===== src/rtl/mul_pkg.sv =====
// Shared types for the shift-and-add multiplier.
// Holds the controller state encoding and product-width helper.
package mul_pkg;

  typedef enum logic [1:0] {
    IDLE = 2'd0,
    CALC = 2'd1,
    SIGN = 2'd2
  } mul_state_t;

  function automatic int pw(input int w);
    return 2 * w;
  endfunction

endpackage


===== src/rtl/mul_abs_neg.sv =====
// Conditional two's-complement negate.
// Used for operand magnitudes and the final sign fix.
module mul_abs_neg #(
  parameter int W = 16
) (
  input  logic [W-1:0] x,
  input  logic         neg,
  output logic [W-1:0] y
);

  assign y = neg ? (~x + W'(1)) : x;

endmodule


===== src/rtl/mul_seq_shift_add.sv =====
// Radix-2 shift-and-add sequential multiplier.
// Sign handled on magnitudes; exits once multiplier bits run out.
module mul_seq_shift_add
  import mul_pkg::*;
#(
  parameter int WIDTH     = 16,
  parameter int SIGNED_EN = 1
) (
  input  logic                 clk,
  input  logic                 rst_n,
  input  logic                 start,
  input  logic                 signed_mode,
  input  logic [WIDTH-1:0]     a_in,
  input  logic [WIDTH-1:0]     b_in,
  output logic                 busy,
  output logic                 done,
  output logic [2*WIDTH-1:0]   product
);

  localparam int PW = pw(WIDTH);

  mul_state_t       state;
  mul_state_t       state_nxt;
  logic [PW-1:0]    mcand;
  logic [WIDTH-1:0] mreg;
  logic [PW-1:0]    acc;
  logic             neg;
  logic             done_q;
  logic [PW-1:0]    product_q;

  logic             sgn;
  logic             accept;
  logic [WIDTH-1:0] a_mag;
  logic [WIDTH-1:0] b_mag;
  logic [PW-1:0]    res;

  assign sgn    = signed_mode & (SIGNED_EN != 0);
  assign accept = (state == IDLE) & start;

  // -2^(W-1) negates to itself, read as unsigned 2^(W-1)
  mul_abs_neg #(.W(WIDTH)) u_abs_a (
    .x   (a_in),
    .neg (sgn & a_in[WIDTH-1]),
    .y   (a_mag)
  );

  mul_abs_neg #(.W(WIDTH)) u_abs_b (
    .x   (b_in),
    .neg (sgn & b_in[WIDTH-1]),
    .y   (b_mag)
  );

  mul_abs_neg #(.W(PW)) u_fix (
    .x   (acc),
    .neg (neg),
    .y   (res)
  );

  always_ff @(posedge clk or negedge rst_n) begin
    if (!rst_n) begin
      state <= IDLE;
    end else begin
      state <= state_nxt;
    end
  end

  always_comb begin
    state_nxt = state;
    unique case (state)
      IDLE: if (start) state_nxt = CALC;
      CALC: if (mreg == '0) state_nxt = SIGN;
      SIGN: state_nxt = IDLE;
      default: state_nxt = IDLE;
    endcase
  end

  always_ff @(posedge clk or negedge rst_n) begin
    if (!rst_n) begin
      mcand     <= '0;
      mreg      <= '0;
      acc       <= '0;
      neg       <= 1'b0;
      done_q    <= 1'b0;
      product_q <= '0;
    end else begin
      done_q <= 1'b0;
      if (accept) begin
        mcand <= {{WIDTH{1'b0}}, a_mag};
        mreg  <= b_mag;
        acc   <= '0;
        neg   <= sgn & (a_in[WIDTH-1] ^ b_in[WIDTH-1]);
      end else if (state == CALC && mreg != '0) begin
        if (mreg[0]) acc <= acc + mcand;
        mcand <= mcand << 1;
        mreg  <= mreg >> 1;
      end else if (state == SIGN) begin
        product_q <= res;
        done_q    <= 1'b1;
      end
    end
  end

  assign busy    = (state != IDLE);
  assign done    = done_q;
  assign product = product_q;

endmodule


===== config.mk =====
export PLATFORM = sky130hd
export DESIGN_NAME = mul_seq_shift_add
export DESIGN_NICKNAME = d
export VERILOG_FILES = /design/src/rtl/mul_pkg.sv /design/src/rtl/mul_abs_neg.sv /design/src/rtl/mul_seq_shift_add.sv
export SDC_FILE = /design/constraint.sdc
export NUM_CORES = 1
export LEC_CHECK = 0
export ABC_AREA = 1
export BUFFER_PORTS_ARGS = -buffer_cell sky130_fd_sc_hd__clkbuf_2
export CAP_MARGIN = 10
export CORE_MARGIN = 2
export CORE_UTILIZATION = 31
export CTS_BUF_LIST = sky130_fd_sc_hd__clkbuf_2 sky130_fd_sc_hd__clkbuf_4 sky130_fd_sc_hd__clkbuf_8
export CTS_CLUSTER_DIAMETER = 80
export DETAILED_ROUTE_END_ITERATION = 12
export HOLD_SLACK_MARGIN = 0.03
export REMOVE_ABC_BUFFERS = 1
export SLEW_MARGIN = 20
export SYNTH_ARGS = -nofsm -noshare
export SYNTH_HDL_FRONTEND = slang
export SYNTH_SLANG_ARGS = --single-unit
export TNS_END_PERCENT = 100

===== constraint.sdc =====
create_clock -name clk -period 5.41 [get_ports clk]
set_clock_uncertainty 0.2 [all_clocks]
set_input_delay 0.541 -clock clk [delete_from_list [all_inputs] [get_ports clk]]
set_output_delay 0.541 -clock clk [all_outputs]
set_load 0.02 [all_outputs]

# Word-level counts from Yosys, hierarchy flattened
# Cells that the tools add are included.
# word_totals
ff_bits,116
latch_bits,0
mem_bits_rw,0
romBits,0
in_bits,36
wordCells,51
memories,0
# classes
add_sub_neg,4
mul,0
div_mod_pow,0
magnitude_cmp,0
eq_ne,4
shift,0
n_mux,16
bitwise,10
n_reduce_logical,10
# ops
operator,n
32-bit two-way mux,6
16-bit two-way mux,4
16-bit by 1-bit adder with 16-bit output (second input constant),2
32-bit by 1-bit adder with 32-bit output (second input constant),1
32-bit adder,1
16-bit NOT,2
32-bit NOT,1
16-bit logical NOT,1
16-bit nonzero test,1
2-bit nonzero test,3
1-bit AND,4
2-bit two-way mux,2
2-bit != test (second input constant),2
2-bit case mux with 2 select lines,1
2-bit AND reduction,2
1-bit two-way mux,3
3-bit AND reduction,1
2-bit by 1-bit equality test with 1-bit output (second input constant),1
2-bit equality test (second input constant),1
2-bit logical NOT,1
1-bit NOT,2
1-bit logical AND,1
1-bit bitwise XOR,1

# Longest topological paths before layout
# Gate-level depths: netlist (run 1).
# depth
ltp_word,4
depth_mapped,14
ltp_nobuf,14

# By module
# From an unflattened synthesis (run 1), not the netlist that was laid out.
# hier_totals
hier_cells,1457
area_unflattened_um2,9225.1
# by_module_without_submodules
module,instances,cells_each,area_each_um2,seq_area_each_um2
mul_seq_shift_add,1,1042,7165.6,2902.8
mul_abs_neg at u_fix,1,227,1108.6,0.0
mul_abs_neg at u_abs_a ...,2,94,475.5,0.0

# Worst setup path before layout (run 1)
# No wires, ideal clock.
# synth_path
kind,register -> register
startpoint,register acc[0]
endpoint,register acc[28]
arrival_ns,1.721
slack_ns,3.371
path_stages_with_launch,11
n_path_buf,0
period_less_slack_ns,2.039
cell_sequence,dfrtp_1 ha_1 fa_1 nand3_1 nand3_1 nand3_1 nand3_1 nand2_1 nand3_1 nand3_1 nand2_1
# synth_between
elab_chain_cells,4
# synth_lines
item,line_no,rtl
start: declaration,mul_seq_shift_add.sv:26,logic [PW-1:0] acc;
start signal: assignment,mul_seq_shift_add.sv:93,if (mreg[0]) acc <= acc + mcand;
32-bit adder,mul_seq_shift_add.sv:93,
32-bit two-way mux,mul_seq_shift_add.sv:93,
32-bit two-way mux,mul_seq_shift_add.sv:92,end else if (state == CALC && mreg != '0) begin
32-bit two-way mux,mul_seq_shift_add.sv:87,if (accept) begin
# No other way between the ends. The select of a mux whose other input is x is not followed.
# A chain may end at the register's enable or synchronous reset.

# Worst setup path after layout (run 1)
# layout_path
startpoint,register neg
endpoint,register product_q[18] (netlist: product[18])
# layout_between
elab_chain_cells,1
# layout_lines
item,line_no,rtl
start: declaration,mul_seq_shift_add.sv:27,logic neg;
start signal: assignment,mul_seq_shift_add.sv:91,neg <= sgn & (a_in[WIDTH-1] ^ b_in[WIDTH-1]);
32-bit two-way mux,mul_abs_neg.sv:11,assign y = neg ? (~x + W'(1)) : x;
end signal: assignment,mul_seq_shift_add.sv:97,product_q <= res;
end: declaration,mul_seq_shift_add.sv:29,logic [PW-1:0] product_q;
# No other way between the ends.

==> impl_metrics.sql, run 1 <==
INSERT INTO impl_metrics (metric_group, metric, value, unit) VALUES
('floorplanning', 'core.rowCount', '61', ''),
('pwr', 'total_power_consumption', '5420', 'uW'),
('yosys', 'number_of_enable_type_register_cells_in_the_synthesized_netlist', '0', ''),
('pwr', 'leakagePower', '0.00516', 'uW'),
('status', 'outcome', 'completed', ''),
('pwr', 'vdd_ir_drop_max', '0.210', 'mV'),
('route', 'met2_wire_length', '10.2', 'mm'),
('floorplanning', 'dieWidth', '171', 'um'),
('critical_path', 'critical_path_type', 'reg -> reg', ''),
('place', 'number_of_input_and_output_port_buffers_inserted', '69', ''),
('global_routing', 'gr-usage-all-layers', '17.1', '%'),
('yosys', 'asyncSetResetFlopFracSynth', '100', '%'),
('min_path', 'min-delay-path-class', 'in -> reg', ''),
('cells_and_area', 'finish.net_count', '1459', ''),
('route', 'detailroute.wirelength.met3', '1.33', 'mm'),
('job', 'max-cap-violations', '0', ''),
('yosys', 'synth_commonest_cells', 'sky130_fd_sc_hd__nand2_1 (476), sky130_fd_sc_hd__inv_1 (185), sky130_fd_sc_hd__nor2_1 (121), sky130_fd_sc_hd__nand3_1 (117), sky130_fd_sc_hd__dfrtp_1 (116)', ''),
('route', 'drt_wl_total', '23.9', 'mm'),
('timing', 'max-slew-margin-rel', '40.5', '%'),
('global_routing', 'grt_antenna_before_repair', '0', ''),
('cts', 'clock_tree_root_buffer_cell', 'sky130_fd_sc_hd__clkbuf_8', ''),
('floorplanning', 'design.die.area', '29300', 'um^2'),
('cells_and_area', 'insertedDiodeCount', '0', ''),
('place', 'dp.cells', '1746', ''),
('timing', 'worst_pin_slew', '0.892', 'ns'),
('cts', 'clk_pin_slew_worst_paths', '0.07', 'ns'),
('global_routing', 'grt_pass1_vias', '7879', ''),
('timing', 'setup_viol', '0', ''),
('critical_path', 'data_required_critical_path', '5.58', 'ns'),
('yosys', 'largest_area_contributor_in_the_netlist', 'sky130_fd_sc_hd__dfrtp_1', ''),
('yosys', 'syn-cell-area', '8680', 'um^2'),
('yosys', 'netlist-cell-type-count', '43', ''),
('route', 'total_routed_wire_length_on_the_met1_layer', '12.1', 'mm'),
('timing', 'final_hold_viol_count', '0', ''),
('critical_path', 'critPathMaxFanout', '29', ''),
('cts', 'cts.repair.resized', '0', ''),
('cts', 'cts.htree.levels', '4', ''),
('route', 'initialDrtViolationCount', '665', ''),
('yosys', 'synthesized_instance_count', '1331', ''),
('cts', 'cts_hold_buffers', '1', ''),
('place', 'gp_congestion', '0.900', ''),
('timing', 'finalCritPeriodShare', '48.5', '%'),
('yosys', 'synth.top_cell.area_share', '33.5', '%'),
('floorplanning', 'core_box_area', '27700', 'um^2'),
('critical_path', 'timing.critical_path.from_type', 'flip-flop', ''),
('yosys', 'synth.avg_cell_area', '6.52', 'um^2'),
('global_routing', 'grt_pass1_wl', '39.8', 'mm'),
('global_routing', 'grt_start_max_net_pins', '65', ''),
('cells_and_area', 'stdcell_area', '9740', 'um^2'),
('route', 'post-route-drc-count', '0', ''),
('floorplanning', 'start_util', '31.3', '%'),
('floorplanning', 'top_level_ports', '70', ''),
('cts', 'cts-root-to-sink-buffers', '2', ''),
('pwr', 'power.density_cell_area', '556', 'nW/um^2'),
('yosys', 'postSynthRegisterBits', '116', ''),
('critical_path', 'endpoint_kind', 'flip-flop', ''),
('route', 'post_drt_wl_per_cell', '13.4', 'um'),
('timing', 'fin_setup_tns', '0', 'ns'),
('floorplanning', 'die_height', '171', 'um'),
('place', 'dp.final_hpwl', '18.2', 'mm'),
('route', 'ant_nets', '0', ''),
('cts', 'cts-buffers-inserted', '17', ''),
('global_routing', 'grt_remaining_overflow', '0', ''),
('yosys', 'synth_most_common_cell', 'sky130_fd_sc_hd__nand2_1', ''),
('route', 'vias', '8364', ''),
('route', 'top_signal_layer_used', 'met4', ''),
('cts', 'tritoncts', 'done', ''),
('route', 'drt-vias-per-instance', '4.70', ''),
('route', 'drt_pass1_iterations', '5', ''),
('yosys', 'ys_top_cells_by_area', 'sky130_fd_sc_hd__dfrtp_1 (33%), sky130_fd_sc_hd__nand2_1 (21%), sky130_fd_sc_hd__inv_1 (8.0%)', ''),
('yosys', 'synth.yosys.seq_area_share', '33.5', '%');
==> cells in the final DEF, fill, tap and decap left out, drive strengths merged, types with 2 or more instances in the layout <==
master / synthesis / final
bufinv: 0 / 3
a31oi: 2 / 2
clkinvlp: 0 / 2
nand3b: 6 / 6
clkinv: 0 / 4
xnor2: 12 / 12
clkbuf: 6 / 90
nand2: 479 / 479
buf: 27 / 2
o221ai: 8 / 8
or2: 4 / 4
inv: 192 / 192
o31ai: 10 / 10
ha: 34 / 34
nor2: 130 / 130
nor3: 11 / 11
o22ai: 6 / 6
o21ai: 81 / 81
nand4: 15 / 15
a21oi: 33 / 33
o21bai: 6 / 6
and2: 2 / 2
nand3: 119 / 119
o211ai: 5 / 5
xor2: 20 / 20
dfrtp: 116 / 116
==> where the power goes <==
group / internal (uW) / total [uW] / switching (uW)
registers: 1160 / 1560 / 404
logic: 1030 / 2970 / 1940
clock network: 511 / 883 / 372
total: 2700 / 5420 / 2720
==> registers in the layout, summed over array words and instances (netlist names) <==
name,cells
done,1
product,32
mcand,32
mreg,16
state,2
neg,1
acc,32
==> cells by family (layout without fill, tap and decap cells) <==
kind of cell / count (synthesis) / after routing / share of synthesized area [%]
AO/OA/AOI/OAI: 155 / 155 / 10.2
XOR/XNOR: 32 / 32 / 3.23
adder cells (fa/ha/maj): 35 / 35 / 5.13
buffers and inverters: 225 / 294 / 10.7
flip-flops: 116 / 116 / 33.5
AND/OR/NAND/NOR: 768 / 768 / 37.3
==> per-layer routing <==
metal / track usage [%] / up-vias
li1: - / 4341
met1: 24.9 / 3804
met2: 26.3 / 197
met3: 2.81 / 22
met4: 4.02 / 0
met5: 0 / -
==> stage by stage <==
step / hold WS [ns] / util [%] / setup slack (ns)
after floorplan: 0.0454 / - / 3.37
after global placement: 0.262 / 33.6 / 2.85
after detailed placement: 0.270 / 33.6 / 2.82
after CTS: 0.197 / 35.2 / 2.81
after global routing: 0.216 / 35.2 / 2.60
final: 0.217 / 35.2 / 2.78
==> final timing paths <==
path	start	end	slack, ns	cells past startpoint
hold reg to reg	product[21]	product[21]	0.28	2
max in group asynchronous	rst_n	acc[24]	3.23	3
setup reg to reg	neg	product[18]	2.78	5
min in group asynchronous	rst_n	product[4]	0.52	2
hold / removal	a_in[15]	mcand[15]	0.22	3
setup / recovery	neg	product[18]	2.78	5
==> critical path, cell delays in order (launching register included) <==
cell	delay [ns]
sky130_fd_sc_hd__dfrtp_1	0.93
sky130_fd_sc_hd__inv_1	0.59
sky130_fd_sc_hd__a31oi_1	0.41
sky130_fd_sc_hd__nor2_4	0.11
sky130_fd_sc_hd__xor2_1	0.15
sky130_fd_sc_hd__o21ai_0	0.14
==> area by class of cell <==
class                      count  area (um^2)
timing repair buffer          71          365
inverter                     192          721
tap                          378          473
clock inverter                 9          125
fill                        3030        18000
clock buffer                  22          303
multi-input combinational    990         4850
sequential                   116         2900
(Power assumes the default switching activity.)
==> run 2, diff against run 1 <==
==> constraint.sdc (replaced) <==
create_clock -name clk -period 2.61 [get_ports clk]
set_clock_uncertainty 0.2 [all_clocks]
set_input_delay 0.261 -clock clk [delete_from_list [all_inputs] [get_ports clk]]
set_output_delay 0.261 -clock clk [all_outputs]
set_load 0.02 [all_outputs]
==> run 2 against run 1 <==
  * Via count rose by 2.3%
  * Clock power up 110%
  * Power is 110% higher
  * Sequential power is 100% higher
  * Design area grew 4.5%
  * Critical endpoint is now acc[24]
==> impl_metrics.sql, run 2 (synthesis results as in run 1) <==
INSERT INTO impl_metrics (metric_group, metric, value, unit) VALUES
('cells_and_area', 'layout-area-overhead-vs-synth', '17.3', '%'),
('critical_path', 'critical_path_type', 'reg -> reg', ''),
('global_routing', 'grt_pass1_wl', '40.7', 'mm'),
('route', 'drt_pass1_iterations', '7', ''),
('timing', 'worst_pin_slew', '0.533', 'ns'),
('cells_and_area', 'finish.net_count', '1504', ''),
('critical_path', 'timing.critical_path.from_type', 'flip-flop', ''),
('cts', 'cts-buffers-inserted', '17', ''),
('cts', 'cts.repair.resized', '0', ''),
('cts', 'cts.htree.levels', '4', ''),
('cts', 'tritoncts', 'done', ''),
('cts', 'worstSkewPairLatency', '0.45', 'ns'),
('route', 'drt-vias-per-instance', '4.69', ''),
('critical_path', 'data_required_critical_path', '2.75', 'ns'),
('cts', 'cts.repair_timing.setup_buffer_count', '0', ''),
('pwr', 'vdd_ir_drop_max', '0.434', 'mV'),
('cts', 'cts-root-to-sink-buffers', '2', ''),
('floorplanning', 'dieWidth', '171', 'um'),
('cells_and_area', 'postLayoutCoreUtil', '36.7', '%'),
('cells_and_area', 'layout.cells.most_common_list', 'sky130_fd_sc_hd__nand2_1 (476), sky130_fd_sc_hd__inv_1 (185), sky130_fd_sc_hd__nor2_1 (121), sky130_fd_sc_hd__nand3_1 (117), sky130_fd_sc_hd__dfrtp_1 (116)', ''),
('route', 'ant_nets', '0', ''),
('timing', 'grt_setup_unrepaired', 'false', ''),
('critical_path', 'ff2ff_setup_slack', '0.21', 'ns'),
('job', 'max-cap-violations', '0', ''),
('timing', 'finalCritPeriodShare', '91.9', '%'),
('cells_and_area', 'stdcell_area', '10200', 'um^2'),
('place', 'number_of_input_and_output_port_buffers_inserted', '69', ''),
('status', 'outcome', 'completed', ''),
('min_path', 'worstHoldEndpoint', 'mreg[8]', ''),
('floorplanning', 'core.rowCount', '61', ''),
('min_path', 'hold_path_startpoint', 'b_in[8]', ''),
('global_routing', 'grt_remaining_overflow', '0', ''),
('timing', 'max_freq', '417', 'MHz'),
('min_path', 'hold-path-cell-count', '6', ''),
('cts', 'clk_pin_slew_worst_paths', '0.08', 'ns'),
('floorplanning', 'start_util', '31.3', '%'),
('critical_path', 'endpoint_kind', 'flip-flop', ''),
('floorplanning', 'die_height', '171', 'um'),
('timing', 'setup_viol', '0', ''),
('cells_and_area', 'final_common_cell', 'sky130_fd_sc_hd__nand2_1', ''),
('cts', 'cts.sinks', '116', ''),
('global_routing', 'grt_start_max_net_pins', '84', ''),
('route', 'vias', '8553', ''),
('pwr', 'leakagePower', '0.00536', 'uW'),
('global_routing', 'grt_pass1_vias', '8136', ''),
('timing', 'report.final.slew_viol_count', '0', ''),
('place', 'dpl_cell_area', '9470', 'um^2'),
('route', 'initialDrtViolationCount', '531', ''),
('place', 'dp.final_hpwl', '18.7', 'mm'),
('cts', 'cts_hold_buffers', '27', ''),
('timing', 'final_period_minus_worst_setup_slack', '2.40', 'ns'),
('route', 'drt_wl_total', '24.5', 'mm'),
('floorplanning', 'core_box_area', '27700', 'um^2'),
('min_path', 'min-delay-path-class', 'in -> reg', ''),
('critical_path', 'worst_r2r_path_depth', '10', ''),
('pwr', 'power.density_cell_area', '1140', 'nW/um^2'),
('timing', 'fin_setup_tns', '0', 'ns'),
('global_routing', 'gr-usage-all-layers', '17.5', '%'),
('floorplanning', 'top_level_ports', '70', ''),
('timing', 'final_hold_viol_count', '0', ''),
('critical_path', 'critPathMaxFanout', '4', ''),
('route', 'post-route-drc-count', '0', ''),
('critical_path', 'worst_ep_arrival_time', '2.54', 'ns'),
('timing', 'max-slew-margin-rel', '64.4', '%'),
('critical_path', 'reg2reg_to', 'acc[24]', ''),
('cells_and_area', 'final_layout_size_suffix_gt1_share', '10.0', '%'),
('critical_path', 'launching_point_of_the_worst_reg2reg_path', 'acc[0]', ''),
('cells_and_area', 'insertedDiodeCount', '0', ''),
('cts', 'clock_tree_root_buffer_cell', 'sky130_fd_sc_hd__clkbuf_8', ''),
('place', 'gp_congestion', '0.955', ''),
('floorplanning', 'design.die.area', '29300', 'um^2'),
('route', 'post_drt_wl_per_cell', '13.5', 'um'),
('global_routing', 'grt_antenna_before_repair', '0', '');
[run 2: cell type report]
class / count / area [um^2]
clock buffer: 19 / 262
clock inverter: 12 / 180
fill: 3002 / 17500
inverter: 192 / 721
multi-input combinational: 990 / 4850
sequential: 116 / 2900
tap: 378 / 473
timing repair buffer: 116 / 793
[run 2: worst max path at each step]
stage,startpoint,endpoint,slack [ns],cells after the start
final,acc[0],acc[24],0.21,10
after global routing,acc[0],acc[28],0.07,10
after CTS,acc[0],acc[24],0.23,10
after detailed placement,acc[0],acc[24],0.25,10
after global placement,acc[0],acc[24],0.27,10
after floorplan,acc[0],acc[28],0.57,10
[run 2: worst max-delay path: stages, from the launching register on]
cell	delay (ns)
sky130_fd_sc_hd__dfrtp_1	0.44
sky130_fd_sc_hd__ha_1	0.25
sky130_fd_sc_hd__fa_1	0.46
sky130_fd_sc_hd__nand3_1	0.12
sky130_fd_sc_hd__nand3_1	0.18
sky130_fd_sc_hd__nand2_1	0.11
sky130_fd_sc_hd__nand2_1	0.12
sky130_fd_sc_hd__nand3_1	0.16
sky130_fd_sc_hd__nand4_1	0.11
sky130_fd_sc_hd__nand3_1	0.09
sky130_fd_sc_hd__nand2_1	0.05
[run 2: report_power, final]
| part | total [uW] | internal, uW | switching [uW] |
|---|---|---|---|
| registers | 3140 | 2400 | 734 |
| logic | 6560 | 2310 | 4250 |
| clock network | 1880 | 1090 | 793 |
| total | 11600 | 5800 | 5780 |
[run 2: layer usage]
layer	GRT usage, %	vias up	wire length, um	part of all wire (%)
li1	-	4432	-	-
met1	25.0	3846	12400	51
met2	27.3	249	10400	42
met3	2.88	26	1390	5.7
met4	4.57	0	382	1.6
met5	0	-	0	0
[run 2: per-stage QoR]
step | setup slack [ns] | hold slack, ns | total power, uW | std cells
5_1_grt | 0.0687 | 0.0705 | 12800 | 1823
4_1_cts | 0.234 | 0.0320 | 11600 | 1823
6_report | 0.212 | 0.0589 | 11600 | 1823
3_5_place_dp | 0.251 | 0.0423 | 9630 | 1765
2_1_floorplan | 0.570 | -0.235 | 7660 | 1298
3_3_place_gp | 0.269 | 0.0403 | 9560 | 1765
